--- src/rtl/ps2_line_assembler.sv ---
// Command-line builder for the PS/2 printer path: edits a line from ASCII key events,
// commits it on ENTER as a packed word (char 0 in the MSB byte), then wipes the edit buffer.
//
// state   | meaning
// S_EDIT  | accepting key events, editing buffer at cursor
// S_CLEAR | wiping buffer one char per cycle after a commit
module ps2_line_assembler #(
  parameter int LINE_CHARS = 32,
  parameter int CHAR_W = 8,
  parameter logic [CHAR_W-1:0] ENTER_CODE = 8'h0D,
  parameter logic [CHAR_W-1:0] BKSP_CODE = 8'h08,
  parameter logic [CHAR_W-1:0] FILL_CODE = 8'h00
) (
  input  logic                                 clock,
  input  logic                                 reset,
  input  logic                                 key_valid,
  input  logic [CHAR_W-1:0]                    key_ascii,
  output logic                                 key_ready,
  output logic [LINE_CHARS*CHAR_W-1:0]         edit_content,
  output logic [$clog2(LINE_CHARS+1)-1:0]      cursor,
  output logic [LINE_CHARS*CHAR_W-1:0]         line_content,
  output logic                                 line_ready,
  input  logic                                 line_ack,
  output logic                                 overflow
);

  localparam int CW = $clog2(LINE_CHARS + 1);
  localparam int IW = $clog2(LINE_CHARS);
  localparam int LW = LINE_CHARS * CHAR_W;
  localparam logic [CW-1:0] CUR_MAX = CW'(LINE_CHARS);
  localparam logic [IW-1:0] IDX_LAST = IW'(LINE_CHARS - 1);

  typedef enum logic {S_EDIT = 1'b0, S_CLEAR = 1'b1} state_t;

  state_t            state_q, state_d;
  logic [CHAR_W-1:0] buf_q [LINE_CHARS];
  logic [CHAR_W-1:0] buf_d [LINE_CHARS];
  logic [CW-1:0]     cursor_q, cursor_d;
  logic [CW-1:0]     cur_m1;
  logic [IW-1:0]     clr_idx_q, clr_idx_d;
  logic [LW-1:0]     line_q, line_d;
  logic              line_ready_q, line_ready_d;
  logic              overflow_q, overflow_d;

  for (genvar i = 0; i < LINE_CHARS; i++) begin : g_pack
    assign edit_content[LW-1-CHAR_W*i -: CHAR_W] = buf_q[i];
  end

  assign key_ready    = (state_q == S_EDIT);
  assign cursor       = cursor_q;
  assign line_content = line_q;
  assign line_ready   = line_ready_q;
  assign overflow     = overflow_q;

  always_ff @(posedge clock or posedge reset) begin
    if (reset) begin
      state_q      <= S_EDIT;
      for (int i = 0; i < LINE_CHARS; i++) buf_q[i] <= FILL_CODE;
      cursor_q     <= '0;
      clr_idx_q    <= '0;
      line_q       <= {LINE_CHARS{FILL_CODE}};
      line_ready_q <= 1'b0;
      overflow_q   <= 1'b0;
    end else begin
      state_q      <= state_d;
      buf_q        <= buf_d;
      cursor_q     <= cursor_d;
      clr_idx_q    <= clr_idx_d;
      line_q       <= line_d;
      line_ready_q <= line_ready_d;
      overflow_q   <= overflow_d;
    end
  end

  always_comb begin
    state_d      = state_q;
    buf_d        = buf_q;
    cursor_d     = cursor_q;
    clr_idx_d    = clr_idx_q;
    line_d       = line_q;
    overflow_d   = 1'b0;
    line_ready_d = line_ready_q & ~line_ack;
    cur_m1       = cursor_q - CW'(1);
    case (state_q)
      S_EDIT: begin
        if (key_valid) begin
          if (key_ascii == ENTER_CODE) begin
            // A same-edge ack frees the slot, so the new line may replace the old one.
            if (!line_ready_q || line_ack) begin
              line_d       = edit_content;
              line_ready_d = 1'b1;
              clr_idx_d    = '0;
              state_d      = S_CLEAR;
            end else begin
              overflow_d = 1'b1;
            end
          end else if (key_ascii == BKSP_CODE) begin
            if (cursor_q != '0) begin
              buf_d[cur_m1[IW-1:0]] = FILL_CODE;
              cursor_d              = cur_m1;
            end
          end else if (cursor_q < CUR_MAX) begin
            buf_d[cursor_q[IW-1:0]] = key_ascii;
            cursor_d                = cursor_q + CW'(1);
          end else begin
            overflow_d = 1'b1;
          end
        end
      end
      S_CLEAR: begin
        buf_d[clr_idx_q] = FILL_CODE;
        clr_idx_d        = clr_idx_q + IW'(1);
        if (clr_idx_q == IDX_LAST) begin
          cursor_d = '0;
          state_d  = S_EDIT;
        end
      end
      default: state_d = S_EDIT;
    endcase
  end

endmodule

--- config.mk ---
export PLATFORM = sky130hd
export DESIGN_NAME = ps2_line_assembler
export DESIGN_NICKNAME = d
export VERILOG_FILES = /design/src/rtl/ps2_line_assembler.sv
export SDC_FILE = /design/constraint.sdc
export NUM_CORES = 1
export LEC_CHECK = 0
export ABC_AREA = 1
export CELL_PAD_IN_SITES_DETAIL_PLACEMENT = 1
export CELL_PAD_IN_SITES_GLOBAL_PLACEMENT = 1
export CORE_MARGIN = 5
export CORE_UTILIZATION = 40
export CTS_BUF_LIST = sky130_fd_sc_hd__clkbuf_16
export CTS_CLUSTER_DIAMETER = 100
export DETAILED_ROUTE_END_ITERATION = 16
export PLACE_DENSITY = 0.85
export SETUP_SLACK_MARGIN = 0.15
export SLEW_MARGIN = 40
export SYNTH_ARGS = -nofsm -noshare
export SYNTH_HDL_FRONTEND = slang
export SYNTH_SLANG_ARGS = --single-unit
export TNS_END_PERCENT = 1
--- constraint.sdc ---
create_clock -name clock -period 31.9 [get_ports clock]
set_clock_uncertainty 0.15 [all_clocks]
set_input_delay 4.785 -clock clock [delete_from_list [all_inputs] [get_ports clock]]
set_output_delay 4.785 -clock clock [all_outputs]
set_load 0.005 [all_outputs]
# --- Word-level counts from Yosys, hierarchy flattened ---
# Cells that the tools add are included.
totals:
  output_inout_bits: 521
  word_cells: 117
  ff_bits: 526
classes:
  muxes: 39
  eq_ne: 10
  n_reduce_logical: 10
  bitwise_logic: 10
  add_sub_neg: 3
  order_cmp: 7
ops:
  columns: ["operator", "n"]
  rows:
  - ["$mux 256", 5]
  - ["$and 256x256->256", 2]
  - ["$not 256->256", 2]
  - ["$pmux 256 s2", 1]
  - ["$bwmux 256", 1]
  - ["$demux 8 s5", 3]
  - ["$mux 6", 6]
  - ["$mux 8", 3]
  - ["$ge 6x6->1 const B", 3]
  - ["$lt 6x1->1 const B", 3]
  - ["$not 5->6", 3]
  - ["$eq 8x4->1 const B", 2]
  - ["$mux 5", 3]
  - ["$mux 1", 14]
  - ["$pmux 6 s2", 1]
  - ["$pmux 5 s2", 1]
  - ["$reduce_and 4->1", 2]
  - ["$add 6x1->6 const B", 1]
  - ["$lt 6x6->1 const B", 1]
  - ["$ne 2x1->1 const B", 3]
  - ["$reduce_bool 6->1", 1]
  - ["$sub 6x1->6 const B", 1]
  - ["$add 5x1->5 const B", 1]
  - ["$eq 5x5->1 const B", 1]
  - ["11 further kinds", 15]

# --- Depth between registers and ports, before layout ---
logic_depth:
  depth_word: 13
  ltp_mapped: 13
  depth_no_buf: 11

# --- Worst setup path after synthesis ---
# Ideal clock, no wire load.
synth_path:
  kind: "in2reg"
  start: "input port key_ascii[5]"
  end: "register buf_q (netlist bit edit_content[0])"
  cell_stages: 12
  arrival_time_ns: 5.967
  setup_slack_ns: 25.667
  cell_sequence: "nor2_1 > nand2_2 > inv_2 > nand2_1 > nand3_2 > nand2_2 > nor2_4 > buf_6 > buf_8 > nand3_4 > nand2_1 > nand2_1"
synth_between:
  elab_chain_len: 5
synth_rtl:
  columns: ["item", "line_no", "rtl"]
  rows:
  - ["from (decl)", "17", "input logic [CHAR_W-1:0] key_ascii,"]
  - ["$eq 8x4->1", "97", "end else if (key_ascii == BKSP_CODE) begin"]
  - ["$mux 256", "97", null]
  - ["$mux 256", "87", "if (key_ascii == ENTER_CODE) begin"]
  - ["$mux 256", "86", "if (key_valid) begin"]
  - ["$pmux 256 s2", "84", "case (state_q)"]
  - ["to (signal assigned)", "66", "buf_q <= buf_d;"]
  - ["to (decl)", "36", "logic [CHAR_W-1:0] buf_q [LINE_CHARS];"]
# Parallel ways exist; a longest one is shown, timed or not. The select of a mux whose other input is x is not followed.
# A chain may end at the register's enable or synchronous reset.

# --- Worst setup path after layout ---
layout_path:
  start: "input port key_ascii[1]"
  end: "register buf_q (netlist bit edit_content[80])"
# Same word-level chain as after synthesis.

==> flow_summary.toml <==
[placement]
placed_cell_area_sq_um = 29400
hpwl_mm = 67.6
pre_cts_ws_ns = 23.54
placed_cells = 4045
gp_congestion = 0.871
port_buffers = 532

[power]
cell_internal_pwr_mw = 1.49
peakVddDrop_v = 0.0000354
clock_power_share_pct = 28.5
combPwrFrac_pct = 28.8
p_leak_nw = 16.0
switching_share_pct = 35.6
seqPwrFrac_pct = 42.7
p_per_area_nw_per_um2 = 73.7
p_switching_mw = 0.823
p_total_mw = 2.31

[die]
ios = 533
start_util_pct = 40.3
die_w_um = 251
coreArea_sq_um = 57600
dieHeight_um = 251
rows = 88
dieArea_sq_um = 63000

[clock_network]
hold_buffers = 0
post_cts_buffers = 0
clock_path_buffers = 3
numCtsBuffers = 58
ctsResizeCount = 0
htreeDepth = 2
tritoncts = "yes"
clock_latency_ns = 0.62
clkTransAtPathRegs_ns = 0.06
cts-root-buf = "clkbuf_16"
cts_num_sinks = 526

[synthesis]
synth_area_per_cell_sq_um = 8.10
synth_area_sq_um = 23200
yosys_warnings = 0
synth_cells = 2868
syn_nets = 2892
ys_seq_elements = 526
yosysSeqAreaShare_pct = 56.7
ys_types = 35

[routing]
via_count = 22546
viasPerCell = 5.43
drt_wl_total_mm = 95.2
wl_per_cell_um = 22.9
postRouteAntennaNets = 0
drc = 0
drtIter0Drc = 1678
drtPass1Iterations = 5

[worst_setup_path]
rr_worst_depth = 11
worst-setup-path-type = "in2reg"
crit_fanout = 32
critPathMaxStageDelay_ns = 0.61
endpoint_kind = "register"
crit_buf_inv = 3
worst_path_most_repeated_cell = "nand2_1"
r2r-end = "edit_content[80]$_DFFE_PP0P_"
crit_chain = "clkdlybuf4s50_1, inv_1, nand2_1, nor2_1, nand2_1, nand3_2, nand2_2, nor2_4, buf_4, nand3_2, nand2_1, nand2_1"
worstPathArrival_ns = 8.10
ff2ff_setup_slack_ns = 28.30
reg2reg_from = "cursor[0]$_DFFE_PP0P_"
crit_family = "simple AND/OR/NAND/NOR gates"
slowest_stage = "buf_4"
crit_path_start_kind = "input pin"
critical_path_required_ns = 32.25
crit_start = "key_ascii[1]"

[finish]
fill_cells = 6718
multi_input_area_sq_um = 9150
nNetsFinal = 3365
fin_cells = 4153
drive_gt1_share_pct = 5.88
area_delta_synth_final_pct = 34.9
fin_area_sq_um = 31300
ff_latch_area_sq_um = 13200

[sta]
setup_viol = 0
tightest_slew_ns = 0.809
drv_slew = 0
timing.final.crit_share_pct = 24.3
tns_ns = 0
slew_headroom_pct = 45.7
setup_ws_ns = 24.14
hold_violations = 0
fmax_ghz = 0.129
rsz0062_at_grt = "no"
finalCriticalPeriod_ns = 7.76

[run]
maxCapViolCount = 0

[min_path]
hold_class = "reg2reg"
hp-start = "line_content[102]$_DFFE_PP0P_"
hold_depth = 2
hold_end = "line_content[102]$_DFFE_PP0P_"

[outcome]
status = "completed"

[global_routing]
antenna_found_initial = 3
first_global_vias = 24117
grt_pass1_wl_mm = 147
grt_max_degree = 155
grt_util_all_layers_pct = 29.3
overflow = 0
-- flip-flops by register name, indices dropped and copies added, names as in the netlist --
signal	cells
overflow	1
cursor	6
edit_content	256
state_q	1
line_content	256
line_ready	1
clr_idx_q	5
-- metrics by stage --
stage / hold slack, ns / util (%)
2_1_floorplan: 0.315 / -
3_3_place_gp: 0.303 / 50.3
3_5_place_dp: 0.307 / 51.1
4_1_cts: 0.322 / 54.3
5_1_grt: 0.335 / 54.4
6_report: 0.320 / 54.4
-- Yosys cell counts --
cell         n  share of area (%)
nand2_1   1549                 25
dfrtp_1    526                 57
nand3_1    345                7.4
buf_2       73                1.6
nor2_1      62                1.0
inv_1       58               0.94
clkbuf_1    55               0.89
nand4_1     33               0.89
o21ai_0     32               0.69
nand3_2     20               0.86
buf_4       16               0.52
nor2_2      14               0.38
ha_1        12               0.65
nand3_4     10               0.75
o21ai_1     10               0.22
inv_2        9               0.15
nor3_1       9               0.19
nand2_2      8               0.22
buf_1        5              0.081
a21oi_1      3              0.065
clkbuf_2     3              0.065
o21ai_2      2              0.075
xor2_1       2              0.075
a211oi_1     1              0.032
a31o_2       1              0.038
buf_6        1              0.048
buf_8        1              0.065
nand2_4      1              0.048
nand4_2      1              0.054
nor2_4       1              0.048
nor2_8       1              0.086
nor3_2       1              0.043
nor3_4       1              0.070
o211ai_1     1              0.032
o22ai_1      1              0.027
-- worst min-delay path, stage by stage, from the launching register on --
cell and delay, ns:
dfrtp_1 0.34, nand2_1 0.05, nand2_1 0.04
-- cell type report --
cell class | count | area share (%)
Inverter | 67 | 0.843
Multi-Input combinational cell | 2121 | 29.2
Clock buffer | 59 | 4.71
Clock inverter | 46 | 1.15
Sequential cell | 526 | 42.0
Tap cell | 765 | 3.06
Antenna cell | 2 | 0.0160
Timing Repair Buffer | 567 | 19.0
-- power by group through the flow --
stage | clock [mW] | sequential, mW | combinational [mW]
after floorplan | 0 | 0.922 | 0.263
after global placement | 0 | 0.984 | 0.628
after detailed placement | 0 | 0.990 | 0.662
after CTS | 0.670 | 0.982 | 0.669
after global routing | 0.699 | 0.999 | 0.719
final | 0.659 | 0.986 | 0.665
-- metal layers --
metal | vias up | GRT usage, % | routed length (um)
li1 | 9980 | - | -
met1 | 11514 | 37.4 | 37900
met2 | 828 | 50.3 | 47600
met3 | 222 | 4.88 | 5680
met4 | 2 | 11.4 | 3940
met5 | - | 0 | 20
-- logic make-up after synthesis --
family / count (synthesis) / share of synthesized area [%]
AOI/OAI and AO/OA: 51 / 1.17
DFF: 526 / 56.7
and+or+nand+nor: 2056 / 37.1
adders and majority gates: 12 / 0.646
buffers and inverters: 221 / 4.32
xor gates and xnor gates: 2 / 0.0754
-- layout by cell type (no fill, tap or decap), types with 2 or more instances in the layout --
cell type,netlist,layout
nand2_1,1549,1549
clkdlybuf4s50_1,0,532
dfrtp_1,526,525
nand3_1,345,345
inv_1,58,62
clkbuf_16,0,59
nor2_1,62,56
nand4_1,33,33
o21ai_0,32,32
nand3_2,20,20
clkinv_2,0,16
clkinv_1,0,14
nor2_4,1,12
ha_1,12,12
buf_16,0,12
nand3_4,10,10
o21ai_1,10,10
inv_2,9,9
nor2_2,14,9
nor3_1,9,9
nand2_2,8,7
buf_8,1,7
buf_6,1,7
bufinv_16,0,5
buf_4,16,5
a21oi_1,3,3
inv_6,0,3
buf_12,0,3
diode_2,0,2
o21ai_2,2,2
xor2_1,2,2
clkinvlp_4,0,2
-- worst max path at each step --
stage                                          to  slack (ns)  cells past startpoint
finish               edit_content[80]$_DFFE_PP0P_       24.14                     12
global route        edit_content[116]$_DFFE_PP0P_       23.93                     12
CTS                  edit_content[80]$_DFFE_PP0P_       24.14                     12
detailed placement  edit_content[116]$_DFFE_PP0P_       23.54                     12
global placement    edit_content[185]$_DFFE_PP0P_       23.28                     10
floorplan                clr_idx_q[0]$_DFFE_PP0P_       12.27                      1
Note: power is estimated with default switching activity, not from simulation.
